File: config.mk
export PLATFORM = sky130hd
export DESIGN_NAME = l0_seq_ctrl_flat
export DESIGN_NICKNAME = d
export VERILOG_FILES = /design/src/rtl/l0_pkg.sv /design/src/rtl/l0_seq_ctrl_if.sv /design/src/rtl/l0_seq_cnt.sv /design/src/rtl/l0_seq_ctrl.sv /design/src/flat_wrapper.sv
export SDC_FILE = /design/constraint.sdc
export NUM_CORES = 1
export LEC_CHECK = 0
export CAP_MARGIN = 20
export CORE_MARGIN = 10
export CORE_UTILIZATION = 49
export DETAILED_ROUTE_END_ITERATION = 10
export GPL_ROUTABILITY_DRIVEN = 0
export PLACE_DENSITY = 0.88
export SLEW_MARGIN = 10
export SYNTH_ARGS = -nofsm -noshare
export SYNTH_HDL_FRONTEND = slang
export SYNTH_SLANG_ARGS = --single-unit
File: constraint.sdc
create_clock -name clk -period 2.1 [get_ports clk]
set_input_delay 0.315 -clock clk [delete_from_list [all_inputs] [get_ports clk]]
set_output_delay 0.315 -clock clk [all_outputs]
set_load 0.01 [all_outputs]
File: src/rtl/l0_pkg.sv
`default_nettype none
// ============================================================================
// Package  : l0_pkg
// Brief    : Shared state encoding and sizing constants for the L0 sequencer.
// Revision : 1.0 - initial release
// ============================================================================
package l0_pkg;

  localparam int L0_ROW   = 8;
  localparam int L0_DEPTH = 64;
  localparam int SRAM_AW  = 11;

  typedef enum logic [2:0] {
    ST_IDLE      = 3'd0,
    ST_FILL      = 3'd1,
    ST_FILL_TAIL = 3'd2,
    ST_DRAIN     = 3'd3,
    ST_FLUSH     = 3'd4,
    ST_DONE      = 3'd5
  } l0_seq_state_t;

endpackage
`default_nettype wire

File: src/rtl/l0_seq_ctrl_if.sv
`default_nettype none
// ============================================================================
// Interface : l0_seq_ctrl_if
// Brief     : Job, SRAM and L0 signals of the sequencer. L0_SEQ_CTRL_PERF_EN
//             adds the perf counter outputs.
// Revision  : 1.0 - initial release
// ============================================================================
interface l0_seq_ctrl_if
  import l0_pkg::*;
#(
  parameter int AW = SRAM_AW,
  parameter int NW = 7
);
  logic          start;
  logic [AW-1:0] base_addr;
  logic [NW-1:0] num_vec;
  logic          row_mode;
  logic          sram_cen;
  logic          sram_wen;
  logic [AW-1:0] sram_addr;
  logic          l0_wr;
  logic          l0_rd;
  logic          l0_mode;
  logic          l0_ready;
  logic          l0_full;
  logic          busy;
  logic          done;
  logic          err;
`ifdef L0_SEQ_CTRL_PERF_EN
  logic [15:0]   perf_cycles;
  logic [15:0]   perf_stalls;

  modport master (
    input  start, base_addr, num_vec, row_mode, l0_ready, l0_full,
    output sram_cen, sram_wen, sram_addr, l0_wr, l0_rd, l0_mode, busy, done, err,
    output perf_cycles, perf_stalls
  );
  modport slave (
    output start, base_addr, num_vec, row_mode, l0_ready, l0_full,
    input  sram_cen, sram_wen, sram_addr, l0_wr, l0_rd, l0_mode, busy, done, err,
    input  perf_cycles, perf_stalls
  );
`else
  modport master (
    input  start, base_addr, num_vec, row_mode, l0_ready, l0_full,
    output sram_cen, sram_wen, sram_addr, l0_wr, l0_rd, l0_mode, busy, done, err
  );
  modport slave (
    output start, base_addr, num_vec, row_mode, l0_ready, l0_full,
    input  sram_cen, sram_wen, sram_addr, l0_wr, l0_rd, l0_mode, busy, done, err
  );
`endif
endinterface
`default_nettype wire

File: src/rtl/l0_seq_cnt.sv
`default_nettype none
// ============================================================================
// Module   : l0_seq_cnt
// Brief    : Loadable up-counter with a terminal-count compare.
// Revision : 1.0 - initial release
// ============================================================================
module l0_seq_cnt #(
  parameter int W = 7
) (
  input  wire          clk,
  input  wire          reset,
  input  wire          i_load,
  input  wire  [W-1:0] i_load_val,
  input  wire          i_en,
  input  wire  [W-1:0] i_term,
  output logic         o_tc
);
  logic [W-1:0] r_count;

  always_ff @(posedge clk) begin
    if (reset)       r_count <= '0;
    else if (i_load) r_count <= i_load_val;
    else if (i_en)   r_count <= r_count + W'(1);
  end

  assign o_tc = (r_count == i_term);

endmodule
`default_nettype wire

File: src/rtl/l0_seq_ctrl.sv
`default_nettype none
// ============================================================================
// Module   : l0_seq_ctrl
// Brief    : Fills L0 with N vectors from SRAM, then drains them into the array.
//            Define L0_SEQ_CTRL_PERF_EN for busy-cycle and stall counters.
// Revision : 1.0 - initial release
// ============================================================================
module l0_seq_ctrl
  import l0_pkg::*;
#(
  parameter int ROW   = L0_ROW,
  parameter int DEPTH = L0_DEPTH,
  parameter int AW    = SRAM_AW,
  parameter int NW    = 7
) (
  input  wire           clk,
  input  wire           reset,
  l0_seq_ctrl_if.master bus
);
  localparam int              c_FW         = (ROW > 2) ? $clog2(ROW) : 1;
  localparam logic [c_FW-1:0] c_FLUSH_TERM = c_FW'((ROW >= 2) ? ROW - 2 : 0);
  localparam logic [NW-1:0]   c_DEPTH      = NW'(DEPTH);

  l0_seq_state_t r_state, w_next_state;
  logic [AW-1:0] r_base, r_sram_addr, w_sram_addr;
  logic [NW-1:0] r_num;
  logic          r_sram_cen, r_l0_wr, r_l0_rd, r_l0_mode, r_busy, r_done, r_err, r_any;
  logic          w_sram_cen, w_l0_wr, w_l0_rd, w_l0_mode, w_busy, w_done, w_err, w_any;
  logic          w_legal, w_accept, w_reject, w_issue;
  logic          w_issue_tc, w_drain_tc, w_flush_tc;
  logic [NW-1:0] w_num_m1;

  assign w_legal  = (bus.num_vec != '0) && (bus.num_vec <= c_DEPTH);
  assign w_accept = (r_state == ST_IDLE) && bus.start && w_legal;
  assign w_reject = (r_state == ST_IDLE) && bus.start && !w_legal;
  // The accepting cycle already issues the first read so it lands at t+1.
  assign w_issue  = bus.l0_ready && (w_accept || (r_state == ST_FILL));
  assign w_num_m1 = r_num - NW'(1);

  l0_seq_cnt #(.W(NW)) u_issue_cnt (
    .clk(clk), .reset(reset),
    .i_load(w_accept), .i_load_val({{(NW-1){1'b0}}, bus.l0_ready}),
    .i_en(w_issue), .i_term(w_num_m1), .o_tc(w_issue_tc)
  );

  l0_seq_cnt #(.W(NW)) u_drain_cnt (
    .clk(clk), .reset(reset),
    .i_load(r_state == ST_FILL_TAIL), .i_load_val('0),
    .i_en(r_state == ST_DRAIN), .i_term(w_num_m1), .o_tc(w_drain_tc)
  );

  l0_seq_cnt #(.W(c_FW)) u_flush_cnt (
    .clk(clk), .reset(reset),
    .i_load(r_state == ST_DRAIN), .i_load_val('0),
    .i_en(r_state == ST_FLUSH), .i_term(c_FLUSH_TERM), .o_tc(w_flush_tc)
  );

  always_ff @(posedge clk) begin
    if (reset) begin
      r_state     <= ST_IDLE;
      r_base      <= '0;
      r_num       <= '0;
      r_sram_cen  <= 1'b1;
      r_sram_addr <= '0;
      r_l0_wr     <= 1'b0;
      r_l0_rd     <= 1'b0;
      r_l0_mode   <= 1'b0;
      r_busy      <= 1'b0;
      r_done      <= 1'b0;
      r_err       <= 1'b0;
      r_any       <= 1'b0;
    end else begin
      r_state     <= w_next_state;
      if (w_accept) begin
        r_base <= bus.base_addr;
        r_num  <= bus.num_vec;
      end
      r_sram_cen  <= w_sram_cen;
      r_sram_addr <= w_sram_addr;
      r_l0_wr     <= w_l0_wr;
      r_l0_rd     <= w_l0_rd;
      r_l0_mode   <= w_l0_mode;
      r_busy      <= w_busy;
      r_done      <= w_done;
      r_err       <= w_err;
      r_any       <= w_any;
    end
  end

  always_comb begin
    w_next_state = r_state;
    case (r_state)
      ST_IDLE:
        if (w_accept)
          w_next_state = (bus.l0_ready && bus.num_vec == NW'(1)) ? ST_FILL_TAIL : ST_FILL;
      ST_FILL:      if (w_issue && w_issue_tc) w_next_state = ST_FILL_TAIL;
      ST_FILL_TAIL: w_next_state = ST_DRAIN;
      ST_DRAIN:
        if (w_drain_tc) w_next_state = (r_l0_mode || ROW < 2) ? ST_DONE : ST_FLUSH;
      ST_FLUSH:     if (w_flush_tc) w_next_state = ST_DONE;
      ST_DONE:      w_next_state = ST_IDLE;
      default:      w_next_state = ST_IDLE;
    endcase
  end

  // Next values of the registered outputs; l0_wr trails a read by one cycle.
  always_comb begin
    w_sram_cen  = 1'b1;
    w_sram_addr = r_sram_addr;
    w_l0_wr     = ~r_sram_cen;
    w_l0_rd     = (r_state == ST_DRAIN);
    w_l0_mode   = r_l0_mode;
    w_busy      = r_busy;
    w_done      = (r_state == ST_DONE) || w_reject;
    w_err       = r_err;
    w_any       = r_any;
    if (w_accept) begin
      w_busy    = 1'b1;
      w_l0_mode = bus.row_mode;
      w_err     = 1'b0;
      w_any     = 1'b0;
    end else if (r_state == ST_IDLE) begin
      w_busy    = 1'b0;
    end
    if (w_issue) begin
      w_sram_cen = 1'b0;
      w_any      = 1'b1;
      if (w_accept)   w_sram_addr = bus.base_addr;
      else if (r_any) w_sram_addr = r_sram_addr + AW'(1);
      else            w_sram_addr = r_base;
    end
    if (w_reject || (r_l0_wr && bus.l0_full)) w_err = 1'b1;
  end

  assign bus.sram_cen  = r_sram_cen;
  assign bus.sram_wen  = 1'b1;
  assign bus.sram_addr = r_sram_addr;
  assign bus.l0_wr     = r_l0_wr;
  assign bus.l0_rd     = r_l0_rd;
  assign bus.l0_mode   = r_l0_mode;
  assign bus.busy      = r_busy;
  assign bus.done      = r_done;
  assign bus.err       = r_err;

`ifdef L0_SEQ_CTRL_PERF_EN
  logic [15:0] r_perf_cycles, r_perf_stalls;

  always_ff @(posedge clk) begin
    if (reset || w_accept) begin
      r_perf_cycles <= '0;
      r_perf_stalls <= '0;
    end else begin
      if (r_busy && r_perf_cycles != 16'hFFFF)
        r_perf_cycles <= r_perf_cycles + 16'd1;
      if (r_state == ST_FILL && !bus.l0_ready && r_perf_stalls != 16'hFFFF)
        r_perf_stalls <= r_perf_stalls + 16'd1;
    end
  end

  assign bus.perf_cycles = r_perf_cycles;
  assign bus.perf_stalls = r_perf_stalls;
`endif

endmodule
`default_nettype wire

File: src/flat_wrapper.sv
// flat-port wrapper written by rule: the top's interface ports become plain ports
module l0_seq_ctrl_flat import l0_pkg::*;
#(
  parameter int ROW   = L0_ROW,
  parameter int DEPTH = L0_DEPTH,
  parameter int AW    = SRAM_AW,
  parameter int NW    = 7
)
  (clk, reset, bus_start, bus_base_addr, bus_num_vec, bus_row_mode, bus_l0_ready, bus_l0_full, bus_sram_cen, bus_sram_wen, bus_sram_addr, bus_l0_wr, bus_l0_rd, bus_l0_mode, bus_busy, bus_done, bus_err);
  l0_seq_ctrl_if #(.AW(AW), .NW(NW)) bus_i ();
  input  wire clk;
  input  wire reset;
  input wire logic [$bits(bus_i.start)-1:0] bus_start;
  input wire logic [$bits(bus_i.base_addr)-1:0] bus_base_addr;
  input wire logic [$bits(bus_i.num_vec)-1:0] bus_num_vec;
  input wire logic [$bits(bus_i.row_mode)-1:0] bus_row_mode;
  input wire logic [$bits(bus_i.l0_ready)-1:0] bus_l0_ready;
  input wire logic [$bits(bus_i.l0_full)-1:0] bus_l0_full;
  output wire logic [$bits(bus_i.sram_cen)-1:0] bus_sram_cen;
  output wire logic [$bits(bus_i.sram_wen)-1:0] bus_sram_wen;
  output wire logic [$bits(bus_i.sram_addr)-1:0] bus_sram_addr;
  output wire logic [$bits(bus_i.l0_wr)-1:0] bus_l0_wr;
  output wire logic [$bits(bus_i.l0_rd)-1:0] bus_l0_rd;
  output wire logic [$bits(bus_i.l0_mode)-1:0] bus_l0_mode;
  output wire logic [$bits(bus_i.busy)-1:0] bus_busy;
  output wire logic [$bits(bus_i.done)-1:0] bus_done;
  output wire logic [$bits(bus_i.err)-1:0] bus_err;
  assign bus_i.start = bus_start;
  assign bus_i.base_addr = bus_base_addr;
  assign bus_i.num_vec = bus_num_vec;
  assign bus_i.row_mode = bus_row_mode;
  assign bus_i.l0_ready = bus_l0_ready;
  assign bus_i.l0_full = bus_l0_full;
  assign bus_sram_cen = bus_i.sram_cen;
  assign bus_sram_wen = bus_i.sram_wen;
  assign bus_sram_addr = bus_i.sram_addr;
  assign bus_l0_wr = bus_i.l0_wr;
  assign bus_l0_rd = bus_i.l0_rd;
  assign bus_l0_mode = bus_i.l0_mode;
  assign bus_busy = bus_i.busy;
  assign bus_done = bus_i.done;
  assign bus_err = bus_i.err;
  l0_seq_ctrl #(.ROW(ROW), .DEPTH(DEPTH), .AW(AW), .NW(NW)) u_core (.clk(clk), .reset(reset), .bus(bus_i));
endmodule
== Word level (Yosys, flattened, before mapping) ==
Cells that the tools add are included.

* Register bits after elaboration: 57
* Input bits: 24
* Output and inout port bits: 19
* Logic and storage cells: 74

* Add/sub/neg operators: 5
* $lt $le $gt $ge: 1
* Equal/unequal tests: 13
* Mux-type cells: 17
* Bitwise logic cells: 1
* Reduce and logical (&&, ||, !) cells: 21

{| class="wikitable"
|+ Operator list
! cell !! number
|-
| $mux 11 || 2
|-
| $pmux 3 s5 || 1
|-
| $add 7x1->7 const B || 2
|-
| $eq 7x7->1 || 2
|-
| $mux 3 || 4
|-
| $add 11x1->11 const B || 1
|-
| $eq 3x3->1 const B || 3
|-
| $mux 1 || 9
|-
| $logic_and 1x1->1 || 8
|-
| $eq 7x1->1 const B || 1
|-
| $le 7x7->1 const B || 1
|-
| $reduce_bool 7->1 || 1
|-
| $sub 7x1->7 const B || 1
|-
| $eq 3x2->1 const B || 2
|-
| $ne 2x1->1 const B || 3
|-
| $reduce_bool 2->1 || 3
|-
| $reduce_or 2->1 || 3
|-
| $reduce_and 4->1 || 1
|-
| $add 3x1->3 const B || 1
|-
| $eq 3x1->1 const B || 1
|-
| $logic_not 3->1 || 1
|-
| $logic_or 1x1->1 || 3
|-
| $mux 2 || 1
|-
| $ne 2x2->1 const B || 1
|-
| other kinds (2) || 2
|}

== Longest topological paths before layout ==
* Depth after elaboration: 8
* Mapped depth: 9
* Mapped depth without buffers: 8

== Modules after synthesis ==
Synthesis repeated with hierarchy kept, for this count alone.

* Cell total of the unflattened synthesis: 375
* Area total of the unflattened synthesis: 3124.2 um^2

{| class="wikitable"
|+ By module, submodules not included
! module !! instances !! cells each !! area each (um^2) !! seq. area each (um^2)
|-
| l0_seq_ctrl || 1 || 258 || 2075.7 || 800.8
|-
| l0_seq_cnt at u_core.u_drain_cnt ... || 2 || 49 || 429.2 || 140.1
|-
| l0_seq_cnt at u_core.u_flush_cnt || 1 || 19 || 190.2 || 60.1
|}

== Worst setup path before layout ==
OpenSTA, ideal clock, no wires.

* Path kind: register -> register
* From: register u_core.r_num[0]
* To: register u_core.r_state[0]
* Arrival time: 2145 ps
* Data required time: 1980 ps
* Setup slack: -165 ps
* Stages on the path, launching flop included: 9
* Period minus slack after synthesis: 2265 ps
* Cell sequence: dfxtp_1 clkbuf_1 inv_1 ha_1 or4b_2 a211o_1 o2bb2ai_1 o211a_1 a211o_1

* Word-level cells in the longest chain between the ends: 5
* Elaborated cells between the ends (all ways): 7
* Those cells by class: add/sub: 1; eq/ne: 4; reduce/logical: 2

{| class="wikitable"
|+ RTL lines
! what !! RTL line !! RTL
|-
| start, declared || l0_seq_ctrl.sv:26 || <nowiki>logic [NW-1:0] r_num;</nowiki>
|-
| start signal, assigned || l0_seq_ctrl.sv:76 || <nowiki>r_num <= bus.num_vec;</nowiki>
|-
| $sub 7x1->7 * || l0_seq_ctrl.sv:38 || <nowiki>assign w_num_m1 = r_num - NW'(1);</nowiki>
|-
| $eq 7x7->1 || l0_seq_cnt.sv:26 || <nowiki>assign o_tc = (r_count == i_term);</nowiki>
|-
| $logic_and 1x1->1 || l0_seq_ctrl.sv:96 || <nowiki>ST_FILL: if (w_issue && w_issue_tc) w_next_state = ST_FILL_TAIL;</nowiki>
|-
| $ne 2x2->1 (no line) || - ||
|-
| $reduce_and 4->1 (no line) * || - ||
|-
| end signal, assigned || l0_seq_ctrl.sv:73 || <nowiki>r_state <= w_next_state;</nowiki>
|-
| end, declared || l0_seq_ctrl.sv:24 || <nowiki>l0_seq_state_t r_state, w_next_state;</nowiki>
|}

Every way passes the cells marked *; elsewhere a longest branch is shown, timed or not.
A chain may end at the register's enable or synchronous reset.

== Worst setup path after layout ==
Ends and elaborated chain as after synthesis.

==> run metrics <==
status finished, violations left; violated checks setup timing; Yosys top cell by area dfxtp_1; mux cell area share after synthesis less than 1%; GR Util All Layers about 18%; worst-skew pair later-pin latency ~0.33 ns; post-synthesis cell type count between 50 and 60; Worst EP arrival between 2 and 2.5 ns; cts bufs inserted 9; share of layout cells above drive strength 1 between 20% and 30%; top-count cell post-synth nand2_1; Post-synth ARST share 0%; # DRC 0; Congestion Overflow GR 0; Compound-Gate Fraction of Synth Area between 20% and 30%; Commonest cells post-synth nand2_1, dfxtp_1, a21oi_1; Setup Skew around 0.0073 ns; xor/xnor share of the synthesized area around 7.4%; synthesized area ~3100 um^2; Rows 28; crit path capture type flop; Crit path required time 2.32 ns; Worst-Margin Slew between 0.6 and 0.7 ns; minimum clock period 2.14 ns; CTS Hold Bufs 0; Critical Path Fanout Max 6; max-slew violations 0; Pre-antenna DRT Iters 5; Synth Area in Simple Gates 25.4%; antenna violations before repair 0; achievable frequency approximately 0.47 GHz; vias in the first global route between 3000 and 4000; CTS tree built; average wire per standard cell between 15 and 20 um; cell count after synthesis 391; Critical Path, Cell by Cell buf_4, nor3_4, a21boi_1, or4_4, a21boi_4, o2111ai_4, a211o_1; root buf cell clkbuf_8; # setup viols final 1; CP max-delay cell or4_4; Max Cap Viol 0; Core ar. roughly 6000 um^2; H-tree lvl count 3; Max VDD drop slightly below 0.6 mV; setup tns final -0.0435 ns; Yosys top cell area share a little under two fifths; register area ~1100 um^2; final instance area around 4200 um^2; final wirelength roughly 9.2 mm; Clock Tree Buf Depth 2; Final ANT Viol Nets 0; die area slightly below 10000 um^2; clock sinks between 50 and 60; period utilization 102%; Fin. Hold Viols 0; first-pass GRT wire length approximately 15 mm; Overall Power 3.38 mW; EDFF count, synth 0; Synthesis Warnings 0; vias after detailed routing about 3200; Synth Register Bits 57; Max stage delay on crit path approximately 0.51 ns; largest net degree at the start of global routing 27; PwrDens 808 nW/um^2; syn_nets between 400 and 500; adder-cell share of the synthesized area 2.43%; worst setup margin -0.0435 ns; area occupied by multi-input gates between 1500 and 2000 um^2; Layout area overhead 35.3%; min-delay worst type input pin to flop; filler instances just over 400; Layout Cells excl Fill between 500 and 600; Main synth FF type dfxtp_1; largest cells by area after synthesis dfxtp_1, nand2_1, a21oi_1; Top Ports 43; Cell Area, Placed around 3800 um^2; Reg clk slew, reported paths approximately 0.07 ns; max-slew headroom at the worst pin a little under three fifths; RSZ-0062 raised after global routing true; die height ~100 um; Initial Utilization between 50 and 60%; mean area per synthesized cell 7.91 um^2; largest family of logic cells by synthesized area simple AND/OR/NAND/NOR gates; Setup crit start kind flop; Placed Instances ~510; Vias/cell 6.07; drt initial violations between 300 and 400; antenna cell count 0; Post-layout nets between 400 and 500; die width a little under 100 um; sequential-to-total area share from yosys stat 36.9%; post-DP HPWL approximately 6.2 mm; Port-buffer cells 41; leakage power total roughly 1.5 nW; WS Path Type flop to flop
## cell families after synthesis
family / after synthesis
compound gates: 103
xor+xnor: 26
fa+ha+maj: 6
buf+inv: 36
flops: 57
mux: 2
other cells: 1
simple gates: 160
## timing repair
action	in CTS	in global routing
buffers inserted	2	2
resized for setup	24	32
endpoints found under the setup margin	43	7
pin swaps	12	10
## worst max-delay path: cells and delay by family, from the launching register on
family | cells | cell delay [ns]
DFF | 1 | 0.32
AOI/OAI and AO/OA | 4 | 0.82
and+or+nand+nor | 2 | 0.72
buffers and inverters | 1 | 0.17
## per-layer routing
| metal | global-route usage (%) | vias up | wire length [um] |
|---|---|---|---|
| met5 | 0 | - | 0 |
| met3 | 3.81 | 37 | 554 |
| met4 | 10.0 | 0 | 347 |
| met1 | 20.6 | 1542 | 3780 |
| met2 | 29.6 | 132 | 4490 |
| li1 | - | 1523 | - |
## where the power goes
part / internal (mW) / leakage (nW) / switching [mW] / total, mW
clock: 0.602 / 0.102 / 0.421 / 1.02
sequential: 1.18 / 0.465 / 0.130 / 1.31
combinational: 0.521 / 0.945 / 0.532 / 1.05
total: 2.30 / 1.51 / 1.08 / 3.38
## cell type report
class	instances	share of cell area (%)
timing repair buffer	80	17.3
clock inverter	3	0.956
clock buffer	12	3.71
sequential	57	27.3
multi-input combinational	298	47.8
tap	75	2.24
inverter	8	0.717
## per-stage QoR
stage | hold slack, ns | worst slack (ns) | utilization (%)
CTS | 0.230 | 0.00359 | 67.0
global route | 0.231 | -0.113 | 69.5
global placement | 0.411 | -0.600 | 62.8
floorplan | 0.428 | -0.106 | -
finish | 0.224 | -0.0435 | 69.5
detailed placement | 0.428 | -0.698 | 62.8
## cells in the final DEF (no fill, tap or decap), types with 10 or more instances in the layout
cell	count
a21oi_1	32
a311oi_1	10
buf_4	36
clkbuf_8	11
clkdlybuf4s50_1	37
dfxtp_1	54
nand2_1	69
nor2_1	29
o211ai_1	14
o21ai_0	12
xnor2_1	11
xor2_1	15
## registers in the layout, summed over array words and instances, names as in the netlist, 3 cells and up
signal	flops
u_core.r_num	7
u_core.u_issue_cnt.r_count	7
u_core.r_base	11
u_core.bus.sram_addr	11
u_core.u_drain_cnt.r_count	7
u_core.u_flush_cnt.r_count	3
u_core.r_state	3
## final timing paths
path	from	endpoint	slack, ns	cells past startpoint
setup / recovery	u_core.r_num[0]$_SDFFE_PP0P_	u_core.r_state[0]$_SDFFE_PP0P_	-0.04	7
hold / removal	bus_num_vec[4]	u_core.r_num[4]$_SDFFE_PP0P_	0.22	3
setup reg to reg	u_core.r_num[0]$_SDFFE_PP0P_	u_core.r_state[0]$_SDFFE_PP0P_	-0.04	7
hold reg to reg	u_core.bus.sram_cen$_SDFF_PP1_	u_core.bus.l0_wr$_SDFF_PP0_	0.44	1
Power figures use the tool's default switching activity.
